==> src/rtl/pc_pkg.sv <==
// Shared definitions for the branch sequencer: command encodings and FSM state type.
package pc_pkg;

    localparam logic [1:0] OP_NOP  = 2'd0;
    localparam logic [1:0] OP_JMP  = 2'd1;
    localparam logic [1:0] OP_CALL = 2'd2;
    localparam logic [1:0] OP_RET  = 2'd3;

    typedef enum logic [1:0] {
        ST_IDLE   = 2'd0,
        ST_ISSUE  = 2'd1,
        ST_SETTLE = 2'd2
    } seq_state_t;

endpackage

==> src/rtl/branch_sequencer_if.sv <==
// Command channel into the branch sequencer.
// A command transfers on a rising edge where cmd_valid and cmd_ready are both 1;
// cmd_valid while cmd_ready is 0 is simply held off and nothing is consumed.
interface branch_sequencer_if #(
    parameter int COUNT_WIDTH = 8
);

    logic                   cmd_valid;
    logic [1:0]             cmd_op;
    logic [COUNT_WIDTH-1:0] cmd_target;
    logic                   cmd_ready;

    modport master (output cmd_valid, output cmd_op, output cmd_target, input cmd_ready);
    modport slave  (input cmd_valid, input cmd_op, input cmd_target, output cmd_ready);

endinterface

==> src/rtl/return_stack.sv <==
// LIFO return-address stack; reset clears only the pointer, so old entries become unreachable.
module return_stack #(
    parameter int WIDTH = 8,
    parameter int DEPTH = 4
) (
    input  logic                     clk,
    input  logic                     rst_n,
    input  logic                     push,
    input  logic                     pop,
    input  logic [WIDTH-1:0]         din,
    output logic [WIDTH-1:0]         dout,
    output logic [$clog2(DEPTH):0]   depth,
    output logic                     full,
    output logic                     empty
);

    localparam int AW = $clog2(DEPTH);
    localparam int DW = AW + 1;

    logic [WIDTH-1:0] mem [DEPTH];
    logic [DW-1:0]    ptr;
    logic [AW-1:0]    top_idx;

    assign full    = (ptr == DW'(DEPTH));
    assign empty   = (ptr == '0);
    assign depth   = ptr;
    assign top_idx = AW'(ptr - DW'(1));
    assign dout    = mem[top_idx];

    always_ff @(posedge clk or negedge rst_n) begin
        if (!rst_n) begin
            ptr <= '0;
        end else if (push && !full) begin
            ptr <= ptr + DW'(1);
        end else if (pop && !empty) begin
            ptr <= ptr - DW'(1);
        end
    end

    always_ff @(posedge clk) begin
        if (push && !full) begin
            mem[ptr[AW-1:0]] <= din;
        end
    end

endmodule

==> src/rtl/branch_sequencer.sv <==
// Branch sequencer: decodes JMP/CALL/RET into a one-cycle program-counter load,
// then spends ISSUE and SETTLE before taking the next command.
module branch_sequencer
    import pc_pkg::*;
#(
    parameter int COUNT_WIDTH = 8,
    parameter int STACK_DEPTH = 4
) (
    input  logic                         clk,
    input  logic                         rst_n,
    input  logic [COUNT_WIDTH-1:0]       count,
    branch_sequencer_if.slave            cmd,
    output logic                         set,
    output logic [COUNT_WIDTH-1:0]       set_value,
    output logic [$clog2(STACK_DEPTH):0] depth,
    output logic                         err_overflow,
    output logic                         err_underflow,
    output seq_state_t                   state
);

    logic                   accept;
    logic                   push;
    logic                   pop;
    logic                   full;
    logic                   empty;
    logic [COUNT_WIDTH-1:0] top_value;
    logic [COUNT_WIDTH-1:0] ret_addr;

    assign cmd.cmd_ready = (state == ST_IDLE);
    assign accept        = cmd.cmd_valid && (state == ST_IDLE);
    assign push          = accept && (cmd.cmd_op == OP_CALL) && !full;
    assign pop           = accept && (cmd.cmd_op == OP_RET) && !empty;
    // Return address wraps naturally at the top of the count range.
    assign ret_addr      = count + COUNT_WIDTH'(1);

    return_stack #(
        .WIDTH (COUNT_WIDTH),
        .DEPTH (STACK_DEPTH)
    ) u_stack (
        .clk   (clk),
        .rst_n (rst_n),
        .push  (push),
        .pop   (pop),
        .din   (ret_addr),
        .dout  (top_value),
        .depth (depth),
        .full  (full),
        .empty (empty)
    );

    always_ff @(posedge clk or negedge rst_n) begin
        if (!rst_n) begin
            state         <= ST_IDLE;
            set           <= 1'b0;
            set_value     <= '0;
            err_overflow  <= 1'b0;
            err_underflow <= 1'b0;
        end else begin
            set <= 1'b0;
            case (state)
                ST_IDLE: begin
                    if (accept) begin
                        case (cmd.cmd_op)
                            OP_NOP: ;
                            OP_JMP: begin
                                set_value <= cmd.cmd_target;
                                set       <= 1'b1;
                                state     <= ST_ISSUE;
                            end
                            OP_CALL: begin
                                if (!full) begin
                                    set_value <= cmd.cmd_target;
                                    set       <= 1'b1;
                                    state     <= ST_ISSUE;
                                end else begin
                                    err_overflow <= 1'b1;
                                end
                            end
                            OP_RET: begin
                                if (!empty) begin
                                    set_value <= top_value;
                                    set       <= 1'b1;
                                    state     <= ST_ISSUE;
                                end else begin
                                    err_underflow <= 1'b1;
                                end
                            end
                        endcase
                    end
                end
                ST_ISSUE:  state <= ST_SETTLE;
                ST_SETTLE: state <= ST_IDLE;
                default:   state <= ST_IDLE;
            endcase
        end
    end

endmodule

==> src/flat_wrapper.sv <==
// flat-port wrapper written by rule: the top's interface ports become plain ports
module branch_sequencer_flat import pc_pkg::*;
#(
    parameter int COUNT_WIDTH = 8,
    parameter int STACK_DEPTH = 4
)
  (clk, rst_n, count, set, set_value, depth, err_overflow, err_underflow, state, cmd_cmd_valid, cmd_cmd_op, cmd_cmd_target, cmd_cmd_ready);
  branch_sequencer_if #(.COUNT_WIDTH(COUNT_WIDTH)) cmd_i ();
  input  logic clk;
  input  logic rst_n;
  input  logic [COUNT_WIDTH-1:0] count;
  output logic set;
  output logic [COUNT_WIDTH-1:0] set_value;
  output logic [$clog2(STACK_DEPTH):0] depth;
  output logic err_overflow;
  output logic err_underflow;
  output seq_state_t state;
  input wire logic [$bits(cmd_i.cmd_valid)-1:0] cmd_cmd_valid;
  input wire logic [$bits(cmd_i.cmd_op)-1:0] cmd_cmd_op;
  input wire logic [$bits(cmd_i.cmd_target)-1:0] cmd_cmd_target;
  output wire logic [$bits(cmd_i.cmd_ready)-1:0] cmd_cmd_ready;
  assign cmd_i.cmd_valid = cmd_cmd_valid;
  assign cmd_i.cmd_op = cmd_cmd_op;
  assign cmd_i.cmd_target = cmd_cmd_target;
  assign cmd_cmd_ready = cmd_i.cmd_ready;
  branch_sequencer #(.COUNT_WIDTH(COUNT_WIDTH), .STACK_DEPTH(STACK_DEPTH)) u_core (.clk(clk), .rst_n(rst_n), .count(count), .cmd(cmd_i), .set(set), .set_value(set_value), .depth(depth), .err_overflow(err_overflow), .err_underflow(err_underflow), .state(state));
endmodule
==> config.mk <==
export PLATFORM = sky130hd
export DESIGN_NAME = branch_sequencer_flat
export DESIGN_NICKNAME = d
export VERILOG_FILES = /design/src/rtl/pc_pkg.sv /design/src/rtl/branch_sequencer_if.sv /design/src/rtl/return_stack.sv /design/src/rtl/branch_sequencer.sv /design/src/flat_wrapper.sv
export SDC_FILE = /design/constraint.sdc
export NUM_CORES = 1
export LEC_CHECK = 0
export CORE_MARGIN = 2
export CORE_UTILIZATION = 47
export DETAILED_ROUTE_END_ITERATION = 7
export PLACE_DENSITY = 0.75
export SLEW_MARGIN = 30
export SYNTH_ARGS = -nofsm -noshare
export SYNTH_HDL_FRONTEND = slang
export SYNTH_HIERARCHICAL = 1
export SYNTH_SLANG_ARGS = --single-unit
==> constraint.sdc <==
create_clock -name clk -period 2.34 [get_ports clk]
set_input_delay 0.234 -clock clk [delete_from_list [all_inputs] [get_ports clk]]
set_output_delay 0.234 -clock clk [all_outputs]
set_load 0.02 [all_outputs]
==> results.sh <==
export IMPL_vias=1378
export IMPL_status="complete, no violations"
export IMPL_dr_pass1_iters=4
export IMPL_stdcell_area_sq_mm=0.00275
export IMPL_ir_drop_mv=0.376
export IMPL_r2r_end="u_core/u_stack/mem[2][7]"
export IMPL_min_path_type="in -> async"
export IMPL_ant_nets=0
export IMPL_cp_max_fo=8
export IMPL_cts_path_max_buffers=2
export IMPL_grt_antenna_before_repair=0
export IMPL_ys_seq_area_share_pct=61.9
export IMPL_cts_root_buf="clkbuf_8"
export IMPL_grt_pass1_vias=1439
export IMPL_utilization_pct=61.8
export IMPL_netlist_area_sq_mm=0.00220
export IMPL_io_buffer_count=37
export IMPL_synthArstFlopShare_pct=33.3
export IMPL_drive_above_1_share_pct=16.8
export IMPL_max_slew_margin_pct=52.7
export IMPL_r2r_start="u_core/u_stack/depth[0]"
export IMPL_drt_iter0_drc=54
export IMPL_leakagePower_nw=1.04
export IMPL_clk_pin_slew_ps=90
export IMPL_synth_ff_type="edfxtp_1"
export IMPL_area_growth_pct=25.0
export IMPL_startpoint="u_core/u_stack/depth[0]"
export IMPL_cap_viol_max_count=0
export IMPL_grt_setup_unrepaired="no"
export IMPL_endpoint_kind="flip-flop"
export IMPL_maxUsedRoutingLayer="met4"
export IMPL_synth_net_count=174
export IMPL_drc=0
export IMPL_hold_viol=0
export IMPL_ioPinCount=38
export IMPL_htree_levels=2
export IMPL_worstPathRequired_ps=2340
export IMPL_critPathLaunchType="flip-flop"
export IMPL_ys_ff_latch=48
export IMPL_met2_length_microns=2140
export IMPL_synth_edf_count=32
export IMPL_fillers=348
export IMPL_r2r_setup_slack_ps=170
export IMPL_dieArea_sq_mm=0.00524
export IMPL_grt_pass1_wl_microns=7170
export IMPL_grt_max_degree=18
export IMPL_place_inst=235
export IMPL_wl_per_cell_microns=17.4
export IMPL_initial_core_util_pct=49.5
export IMPL_drt_wl_total_microns=4240
export IMPL_tightest_slew_ps=708
export IMPL_worstSkewPairLatency_ps=300
export IMPL_ys_types=34
export IMPL_path_class="reg -> reg"
export IMPL_cts_tree="done"
export IMPL_grt_overflow=0
export IMPL_fmax_mhz=460
export IMPL_cts_sinks=48
export IMPL_finalNonFillerCells=243
export IMPL_die_w_microns=72.4
export IMPL_worst_ep_arrival_time_ps=2170
export IMPL_fin_crit_ps=2170
export IMPL_vias_per_cell=5.67
export IMPL_cts_made_buffers=5
export IMPL_nets=218
export IMPL_core_area_sq_mm=0.00444
export IMPL_rows=24
export IMPL_drv_slew=0
export IMPL_grt_use_total_pct=18.3
export IMPL_met1Wirelength_microns=1780
export IMPL_hold_buffers=0
export IMPL_finalSetupTns_ps=0
export IMPL_setup_viol_count_final=0
export IMPL_power_density_mw_per_mm2=1040
export IMPL_timing_final_crit_share_pct=92.9
export IMPL_gp_congestion=0.784
export IMPL_placed_cell_area_sq_mm=0.00265
export IMPL_synth_cells=146
export IMPL_die_y_microns=72.4
export IMPL_place_hpwl_microns=3350
export IMPL_skew_ps=6.48
export IMPL_antenna_cells=0
export IMPL_syn_avg_cell_area_sq_um=15.1
export IMPL_cts_setup_buffers=0
export IMPL_r2r_cells=6
export IMPL_wl_met3_microns=253
export IMPL_yosysWarnings=6
==> Yosys cell counts (all sizes together), types with 4 or more instances <==
master | count | area, sq um
edfxtp | 32 | 961
buf | 4 | 28.8
and2 | 6 | 43.8
ha | 7 | 87.6
a21o | 9 | 67.6
nand2 | 6 | 22.5
xor2 | 4 | 35.0
o31ai | 8 | 60.1
dfrtp | 16 | 400
a2bb2oi | 8 | 70.1
nand3 | 4 | 20.0
mux4 | 8 | 180
inv | 5 | 18.8
==> report_power, final <==
part | switching (mW) | internal [mW]
combinational | 0.602 | 0.617
sequential | 0.0881 | 1.06
clock | 0.282 | 0.218
==> per-layer routing <==
| metal | GRT usage (%) | up-vias |
|---|---|---|
| met2 | 32.4 | 48 |
| met1 | 21.6 | 670 |
| met5 | 0 | - |
| li1 | - | 651 |
| met3 | 4.31 | 9 |
| met4 | 6.79 | 0 |
==> stage by stage <==
stage               hold WS, ps  worst slack (ps)  total power, mW
global route                414              49.3             3.02
floorplan                 -61.6              34.7             1.91
CTS                         361              53.7             2.89
global placement            443             -20.2             2.34
finish                      353               166             2.86
detailed placement          456             -93.8             2.39
==> critical path: stages (launching register included) <==
cell	delay [ps]
dfrtp_2	380
inv_1	80
ha_1	240
and2_2	230
nor4b_2	320
a21boi_2	300
and2_2	320
==> registers in the layout, summed over array words and instances (netlist names) <==
register / count
u_core/u_stack/mem: 32
u_core/set_value: 8
u_core/u_stack/depth: 3
u_core/state: 2
u_core/err_overflow: 1
u_core/err_underflow: 1
u_core/set: 1
==> cell type report <==
class,instances,area [sq um],share of cell area [%]
sequential,48,1360,49.6
multi-input combinational,86,785,28.6
timing repair buffer,44,423,15.4
clock buffer,5,68.8,2.50
tap,52,65.1,2.37
clock inverter,3,25.0,0.911
inverter,5,18.8,0.683
==> cell usage in the layout (no fill, tap or decap), types with 2 or more instances in the layout <==
cell type | Yosys | routed
clkbuf_8 | 0 | 5
edfxtp_1 | 32 | 32
nand2b_1 | 2 | 2
ha_1 | 7 | 7
a21o_1 | 9 | 9
xnor2_1 | 3 | 3
and2_2 | 5 | 5
clkdlybuf4s50_1 | 0 | 37
xor2_1 | 4 | 4
nand3b_1 | 2 | 2
or3_1 | 2 | 2
nand3_1 | 4 | 4
o31ai_1 | 8 | 8
nor2b_1 | 2 | 2
dfrtp_1 | 16 | 15
nor3_1 | 2 | 2
mux4_2 | 8 | 8
buf_4 | 1 | 7
inv_6 | 0 | 2
inv_1 | 5 | 5
a2bb2oi_1 | 8 | 8
nand2_1 | 6 | 6
nor2_1 | 3 | 3
==> how the worst max path moves through the flow <==
| stage | end |
|---|---|
| after floorplan | u_core/u_stack/mem[0][0] |
| after detailed placement | u_core/u_stack/mem[2][4] |
| after CTS | u_core/u_stack/mem[2][0] |
| final | u_core/u_stack/mem[2][7] |
| after global routing | u_core/u_stack/mem[0][5] |
| after global placement | u_core/u_stack/mem[2][4] |
==> cell families (layout without fill, tap and decap cells) <==
logic type,after synthesis,in the layout,synth area share (%)
xor+xnor,7,7,2.79
mux,8,8,8.20
buf+inv,12,57,2.68
flops,48,48,61.9
simple gates,33,33,8.65
compound gates,31,31,11.8
fa+ha+maj,7,7,3.98
==> repair_timing <==
item / 4_1_cts / 5_1_grt
gates resized for setup: 0 / 1
setup endpoints to repair: 0 / 33
endpoints found under the hold margin: 0 / 0
Power figures use the tool's default switching activity.
